File: src/rtl/seg_stream_tx_pkg.sv
// Shared types and constants for the segmented token stream transmitter:
// FSM state encoding, token geometry and the fixed/derived control tokens.
package seg_stream_tx_pkg;

   localparam int TOKEN_W = 17;
   localparam int WORD_W  = 16;

   localparam logic [TOKEN_W-1:0] DONE_TOKEN = 17'h10100;

   typedef enum logic [2:0] {
      IDLE,
      LEN,
      DATA,
      STOP,
      DONE_TOK,
      FINISH
   } state_e;

   // Stop token: control flag set, upper payload byte zero, level in the low byte.
   function automatic logic [TOKEN_W-1:0] stop_token(input logic [7:0] lvl);
      return {1'b1, 8'h00, lvl};
   endfunction

endpackage

File: src/rtl/seg_stream_tx_if.sv
// Word-in / token-out handshake bundle. The master is the transmitter,
// the slave is whatever feeds words and drains tokens.
interface seg_stream_tx_if #(
   parameter int TOKEN_W = seg_stream_tx_pkg::TOKEN_W,
   parameter int WORD_W  = seg_stream_tx_pkg::WORD_W
);

   logic [WORD_W-1:0]  word_in;
   logic               word_in_valid;
   logic               word_in_ready;
   logic [TOKEN_W-1:0] token_out;
   logic               token_out_valid;
   logic               token_out_ready;

   modport master (
      input  word_in, word_in_valid, token_out_ready,
      output word_in_ready, token_out, token_out_valid
   );

   modport slave (
      output word_in, word_in_valid, token_out_ready,
      input  word_in_ready, token_out, token_out_valid
   );

endinterface

File: src/rtl/seg_stream_tx_stream_out_reg.sv
// Single-slot ready/valid output register. A load wins over a consume, so a
// token can be drained and replaced in the same cycle at full throughput.
module stream_out_reg #(
   parameter int WIDTH = 17
) (
   input  logic             clk,
   input  logic             rst_n,
   input  logic             flush_i,
   input  logic             clk_en_i,
   input  logic             load_i,
   input  logic [WIDTH-1:0] data_i,
   input  logic             ready_i,
   output logic [WIDTH-1:0] data_o,
   output logic             valid_o,
   output logic             slot_free_o
);

   logic             valid_q, valid_d;
   logic [WIDTH-1:0] data_q, data_d;

   assign slot_free_o = ~valid_q | ready_i;

   always_comb begin
      // NOTE: next-state values default to the held value first, so every path assigns them and no latch is inferred.
      valid_d = valid_q;
      data_d  = data_q;
      if (load_i) begin
         valid_d = 1'b1;
         data_d  = data_i;
      end else if (valid_q && ready_i) begin
         valid_d = 1'b0;
      end
   end

   always_ff @(posedge clk) begin
      // NOTE: registers use non-blocking assignments so all flops sample pre-edge values regardless of statement order.
      if (!rst_n) begin
         valid_q <= 1'b0;
         data_q  <= '0;
      end else if (flush_i) begin
         valid_q <= 1'b0;
         data_q  <= '0;
      end else if (clk_en_i) begin
         valid_q <= valid_d;
         data_q  <= data_d;
      end
   end

   assign data_o  = data_q;
   assign valid_o = valid_q & clk_en_i;

endmodule

File: src/rtl/seg_stream_tx.sv
// Segmented stream transmitter: turns length-prefixed word segments into data
// tokens, a stop token per segment and a final DONE token.
module seg_stream_tx #(
   parameter int TOKEN_W = seg_stream_tx_pkg::TOKEN_W,
   parameter int WORD_W  = seg_stream_tx_pkg::WORD_W
) (
   input  logic        clk,
   input  logic        rst_n,
   input  logic        clk_en,
   input  logic        flush,
   input  logic        tile_en,
   input  logic [15:0] num_segments,
   input  logic [7:0]  stop_lvl,
   output logic        done,
   seg_stream_tx_if.master bus
);

   import seg_stream_tx_pkg::*;

   state_e             state_q, state_d;
   logic [15:0]        seg_cnt_q, seg_cnt_d;
   logic [15:0]        elem_rem_q, elem_rem_d;
   logic [15:0]        num_seg_q, num_seg_d;
   logic [7:0]         stop_lvl_q, stop_lvl_d;
   logic               done_q, done_d;
   logic               load;
   logic [TOKEN_W-1:0] load_data;
   logic               slot_free;
   logic               tok_valid;
   logic [WORD_W-1:0]  word;

   assign word = bus.word_in;

   always_comb begin
      state_d    = state_q;
      seg_cnt_d  = seg_cnt_q;
      elem_rem_d = elem_rem_q;
      num_seg_d  = num_seg_q;
      stop_lvl_d = stop_lvl_q;
      done_d     = done_q;
      load       = 1'b0;
      load_data  = '0;

      unique case (state_q)
         IDLE: if (tile_en) begin
            num_seg_d  = num_segments;
            stop_lvl_d = stop_lvl;
            seg_cnt_d  = '0;
            state_d    = (num_segments == 16'd0) ? DONE_TOK : LEN;
         end
         LEN: if (bus.word_in_valid) begin
            elem_rem_d = 16'(word);
            state_d    = (word == '0) ? STOP : DATA;
         end
         DATA: if (bus.word_in_valid && slot_free) begin
            load       = 1'b1;
            load_data  = TOKEN_W'(word);
            elem_rem_d = elem_rem_q - 16'd1;
            if (elem_rem_q == 16'd1) state_d = STOP;
         end
         STOP: if (slot_free) begin
            load      = 1'b1;
            load_data = TOKEN_W'(stop_token(stop_lvl_q));
            seg_cnt_d = seg_cnt_q + 16'd1;
            state_d   = (seg_cnt_q + 16'd1 == num_seg_q) ? DONE_TOK : LEN;
         end
         DONE_TOK: if (slot_free) begin
            load      = 1'b1;
            load_data = TOKEN_W'(DONE_TOKEN);
            state_d   = FINISH;
         end
         // The slot still holds DONE here; done rises on its acceptance.
         FINISH: if (tok_valid && bus.token_out_ready) done_d = 1'b1;
         default: state_d = IDLE;
      endcase
   end

   always_ff @(posedge clk) begin
      if (!rst_n || flush) begin
         state_q    <= IDLE;
         seg_cnt_q  <= '0;
         elem_rem_q <= '0;
         num_seg_q  <= '0;
         stop_lvl_q <= '0;
         done_q     <= 1'b0;
      end else if (clk_en) begin
         state_q    <= state_d;
         seg_cnt_q  <= seg_cnt_d;
         elem_rem_q <= elem_rem_d;
         num_seg_q  <= num_seg_d;
         stop_lvl_q <= stop_lvl_d;
         done_q     <= done_d;
      end
   end

   stream_out_reg #(.WIDTH(TOKEN_W)) u_out (
      .clk        (clk),
      .rst_n      (rst_n),
      .flush_i    (flush),
      .clk_en_i   (clk_en),
      .load_i     (load),
      .data_i     (load_data),
      .ready_i    (bus.token_out_ready),
      .data_o     (bus.token_out),
      .valid_o    (tok_valid),
      .slot_free_o(slot_free)
   );

   assign bus.token_out_valid = tok_valid;
   assign bus.word_in_ready   = clk_en &
                                ((state_q == LEN) || ((state_q == DATA) && slot_free));
   assign done                = done_q;

endmodule

File: src/flat_wrapper.sv
// flat-port wrapper written by rule: the top's interface ports become plain ports
module seg_stream_tx_flat import seg_stream_tx_pkg::*;
#(
   parameter int TOKEN_W = seg_stream_tx_pkg::TOKEN_W,
   parameter int WORD_W  = seg_stream_tx_pkg::WORD_W
)
  (clk, rst_n, clk_en, flush, tile_en, num_segments, stop_lvl, done, bus_word_in, bus_word_in_valid, bus_token_out_ready, bus_word_in_ready, bus_token_out, bus_token_out_valid);
  seg_stream_tx_if #(.TOKEN_W(TOKEN_W), .WORD_W(WORD_W)) bus_i ();
  input  logic clk;
  input  logic rst_n;
  input  logic clk_en;
  input  logic flush;
  input  logic tile_en;
  input  logic [15:0] num_segments;
  input  logic [7:0] stop_lvl;
  output logic done;
  input wire logic [$bits(bus_i.word_in)-1:0] bus_word_in;
  input wire logic [$bits(bus_i.word_in_valid)-1:0] bus_word_in_valid;
  input wire logic [$bits(bus_i.token_out_ready)-1:0] bus_token_out_ready;
  output wire logic [$bits(bus_i.word_in_ready)-1:0] bus_word_in_ready;
  output wire logic [$bits(bus_i.token_out)-1:0] bus_token_out;
  output wire logic [$bits(bus_i.token_out_valid)-1:0] bus_token_out_valid;
  assign bus_i.word_in = bus_word_in;
  assign bus_i.word_in_valid = bus_word_in_valid;
  assign bus_i.token_out_ready = bus_token_out_ready;
  assign bus_word_in_ready = bus_i.word_in_ready;
  assign bus_token_out = bus_i.token_out;
  assign bus_token_out_valid = bus_i.token_out_valid;
  seg_stream_tx #(.TOKEN_W(TOKEN_W), .WORD_W(WORD_W)) u_core (.clk(clk), .rst_n(rst_n), .clk_en(clk_en), .flush(flush), .tile_en(tile_en), .num_segments(num_segments), .stop_lvl(stop_lvl), .done(done), .bus(bus_i));
endmodule
File: config.mk
export PLATFORM = sky130hd
export DESIGN_NAME = seg_stream_tx_flat
export DESIGN_NICKNAME = d
export VERILOG_FILES = /design/src/rtl/seg_stream_tx_pkg.sv /design/src/rtl/seg_stream_tx_if.sv /design/src/rtl/seg_stream_tx_stream_out_reg.sv /design/src/rtl/seg_stream_tx.sv /design/src/flat_wrapper.sv
export SDC_FILE = /design/constraint.sdc
export NUM_CORES = 1
export LEC_CHECK = 0
export BUFFER_PORTS_ARGS = -buffer_cell sky130_fd_sc_hd__buf_2
export CAP_MARGIN = 20
export CORE_MARGIN = 3
export CORE_UTILIZATION = 40
export DETAILED_ROUTE_END_ITERATION = 10
export GPL_ROUTABILITY_DRIVEN = 0
export PLACE_DENSITY = 0.71
export SYNTH_ARGS = -nofsm -noshare
export SYNTH_HDL_FRONTEND = slang
export SYNTH_SLANG_ARGS = --single-unit
File: constraint.sdc
create_clock -name clk -period 5.6 [get_ports clk]
set_clock_uncertainty 0.1 [all_clocks]
set_input_delay 0.84 -clock clk [delete_from_list [all_inputs] [get_ports clk]]
set_output_delay 0.84 -clock clk [all_outputs]
set_load 0.01 [all_outputs]
==> results.cfg <==
[setup_path]
cpLargestDelayFamily = simple AND/OR/NAND/NOR gates
crit_path_end_kind = register
cp.arrival_ps = 3080
r2r_end = u_core.seg_cnt_q[13]$_SDFFE_PP0P_
crit_path_max_fanout = 27
required_ps = 5720
critical_path.cell_chain = and2b_1 > nand4_1 > nand2_1 > o21ai_0 > a22oi_1 > nor2_1
timing.critical_path.depth = 6
critical_path_cell_with_the_highest_stage_delay = sky130_fd_sc_hd__nand4_1
reg2reg_start = u_core.state_q[2]$_SDFFE_PP0P_
worst_path_largest_cell_delay_ps = 800
criticalPathCategory = register to register
reg2reg_setup_slack_ps = 2640
crit_path_start_kind = register
cp.buffers_inverters = 0
r2r_cells = 6

[floorplan]
top_level_port_count = 67
die-area_sq_mm = 0.0118
start_util = 0.423
die_span_y_um = 109
floorplan.rows = 36
core-area_sq_mm = 0.0100
floorplan.die.width_um = 109

[yosys]
netlist-cell-type-count = 60
yosys_most_used_dff = sky130_fd_sc_hd__dfxtp_1
async_reset_ff_frac = 0
sequential_area_share_after_synthesis = 0.369
synth_nets = 598
syn_inst = 548
yosysWarningCount = 0
synth-edff-count = 0
postSynthRegisterBits = 78
synth.avg_cell_area_sq_um = 7.71
syn_area_sq_mm = 0.00423

[timing]
setup_viol_count_final = 0
unrepaired_setup_endpoints_after_global_routing = false
clock.fmax_ghz = 0.338
final-max-slew-violation-count = 0
timing.setup.tns_ps = 0
min_period_ps = 2960
max_slew.worst_pin.slew_ps = 985
slew_headroom = 0.340
finalHoldViolations = 0
final_min_period_over_clock_period = 0.528

[min_path]
min_to = u_core.num_seg_q[14]$_SDFFE_PP0P_
min_path_type = register to register
hold_path_startpoint = u_core.num_seg_q[14]$_SDFFE_PP0P_
worst_hold_path.num_cells = 2

[finish]
filler_cell_count = 1038
finish.net_count = 643
final_cells = 731
layout.core_utilization = 0.479
antenna_cells = 0
synthToLayoutAreaGrowth_pct = 13.3
drive_above_1_share = 0.172

[placement]
place.port_buffers = 66
placedCellCount = 713
place_hpwl_um = 8120

[power]
cellLeakagePower_nw = 1.75
ir_drop_mv = 0.111
powerDensity_mw_per_mm2 = 228

[route]
avgRoutedWirePerCell_um = 15.3
wirelength_um = 11200
dr.pass1.iters = 6
vias = 4156
antenna_left = 0
detail_route.drc_violations = 0
vias_per_cell = 5.69
drt_iter0_drc = 346

[run_status]
outcome = finished, final reports clean

[grt]
grt_antenna_before_repair = 0
globalRouteOverflowTotal = 0
gr-usage-all-layers = 0.191
grt_pass1_wl_um = 18300
first_global_vias = 3826
grt_start_max_net_pins = 77

[clock_tree]
cts_max_path_buffers = 2
clkSinkCount = 78
cts_made_buffers = 9
post_cts.repair.setup_buffers = 0
hold_buffers = 0
clock_tree.root_cell = sky130_fd_sc_hd__clkbuf_8
clkSlewWorstSetupHoldPaths_ps = 80
clock_tree_from_tritoncts = yes
cts-htree-levels = 3
cts_resized = 0
worst_skew_pair.late_latency_ps = 360

[run]
maxCapViolCount = 0
[layout by cell type (no fill, tap or decap), types with 3 or more instances in the layout]
cell type / n
sky130_fd_sc_hd__nand2_1: 80
sky130_fd_sc_hd__dfxtp_1: 78
sky130_fd_sc_hd__nor2_1: 69
sky130_fd_sc_hd__buf_2: 66
sky130_fd_sc_hd__a21oi_1: 54
sky130_fd_sc_hd__o21ai_0: 37
sky130_fd_sc_hd__nor4_1: 17
sky130_fd_sc_hd__a22oi_1: 17
sky130_fd_sc_hd__nor3_1: 15
sky130_fd_sc_hd__inv_1: 12
sky130_fd_sc_hd__xnor2_1: 12
sky130_fd_sc_hd__a221oi_1: 10
sky130_fd_sc_hd__clkbuf_8: 10
sky130_fd_sc_hd__nand3_1: 9
sky130_fd_sc_hd__nor2b_1: 8
sky130_fd_sc_hd__nand4_1: 8
sky130_fd_sc_hd__xor2_1: 7
sky130_fd_sc_hd__or3_1: 6
sky130_fd_sc_hd__a22o_1: 5
sky130_fd_sc_hd__o211ai_1: 5
sky130_fd_sc_hd__nand2b_1: 4
sky130_fd_sc_hd__or4_1: 4
sky130_fd_sc_hd__and3_1: 3
sky130_fd_sc_hd__nor3_2: 3
sky130_fd_sc_hd__a31oi_1: 3
sky130_fd_sc_hd__nor3b_1: 3
sky130_fd_sc_hd__ha_1: 3
sky130_fd_sc_hd__buf_4: 3
[tightest hold or removal path: stages (launching register included)]
cell,delay (ps)
sky130_fd_sc_hd__dfxtp_1,320
sky130_fd_sc_hd__nand2_1,50
sky130_fd_sc_hd__a21oi_1,50
[Yosys cell counts, drive strengths merged, types with 5 or more instances]
master | count | area, sq um
nor3 | 18 | 105
a22o | 5 | 43.8
nand2 | 80 | 300
clkbuf | 19 | 71.3
a221oi | 12 | 118
nor4 | 19 | 149
a22oi | 17 | 128
inv | 12 | 45.0
nand3 | 10 | 55.1
a21oi | 54 | 270
nand2b | 5 | 31.3
dfxtp | 78 | 1560
o21ai | 38 | 190
nor3b | 5 | 47.5
xor2 | 8 | 77.6
nor2 | 70 | 270
or3 | 6 | 37.5
xnor2 | 12 | 105
nand4 | 10 | 83.8
o211ai | 5 | 37.5
buf | 17 | 105
nor2b | 8 | 50.1
[cell type report]
| class | instances | area [sq um] | area share |
|---|---|---|---|
| clock inverters | 6 | 68.8 | 0.0144 |
| well taps | 133 | 166 | 0.0347 |
| multi-input cells | 422 | 2450 | 0.511 |
| inverters | 12 | 45.0 | 0.00940 |
| clock buffers | 10 | 138 | 0.0287 |
| repair buffers | 70 | 364 | 0.0760 |
| flip-flops and latches | 78 | 1560 | 0.326 |
[logic make-up after synthesis]
kind of cell / after synthesis / synth area share
compound gates: 155 / 0.235
xor+xnor: 20 / 0.0432
fa+ha+maj: 3 / 0.00888
buf+inv: 48 / 0.0524
flops: 78 / 0.369
mux: 2 / 0.00474
simple gates: 242 / 0.286
[state kept, by name, indices dropped and copies added (netlist names)]
register / flops
u_core.num_seg_q: 16
u_core.u_out.data_o: 17
u_core.state_q: 3
u_core.stop_lvl_q: 8
u_core.elem_rem_q: 16
u_core.u_out.valid_q: 1
u_core.done: 1
u_core.seg_cnt_q: 16
[worst max path at each step]
stage / endpoint / start / slack, ps
after floorplan: bus_word_in_ready / bus_token_out_ready / 3350
after global placement: u_core.seg_cnt_q[15]$_SDFFE_PP0P_ / bus_token_out_ready / 2450
after detailed placement: u_core.seg_cnt_q[13]$_SDFFE_PP0P_ / bus_token_out_ready / 2350
after CTS: u_core.u_out.data_o[8]$_SDFFE_PP0P_ / u_core.state_q[1]$_SDFFE_PP0P_ / 2410
after global routing: u_core.seg_cnt_q[13]$_SDFFE_PP0P_ / u_core.state_q[2]$_SDFFE_PP0P_ / 2370
final: u_core.seg_cnt_q[13]$_SDFFE_PP0P_ / u_core.state_q[2]$_SDFFE_PP0P_ / 2640
[metrics by stage]
stage	area (sq um)	hold slack [ps]	total power, mW	setup WS, ps
finish	4790	369	1.09	2640
global route	4790	384	1.13	2370
CTS	4770	370	1.10	2410
detailed placement	4560	360	0.660	2350
global placement	4560	349	0.658	2450
floorplan	4230	336	0.624	3350
[power breakdown]
part / leakage [nW] / switching [mW] / internal [mW]
logic: 1.01 / 0.0526 / 0.0311
clock network: 0.103 / 0.226 / 0.221
registers: 0.629 / 0.00461 / 0.559
[metal layers]
| layer | global-route usage | vias to the layer above | part of all wire |
|---|---|---|---|
| met5 | 0 | - | 0 |
| met4 | 0.0676 | 0 | 0.019 |
| met3 | 0.0403 | 20 | 0.052 |
| met2 | 0.329 | 109 | 0.51 |
| met1 | 0.236 | 1966 | 0.42 |
| li1 | - | 2061 | - |
No activity file was read; power rests on OpenSTA's default activity.
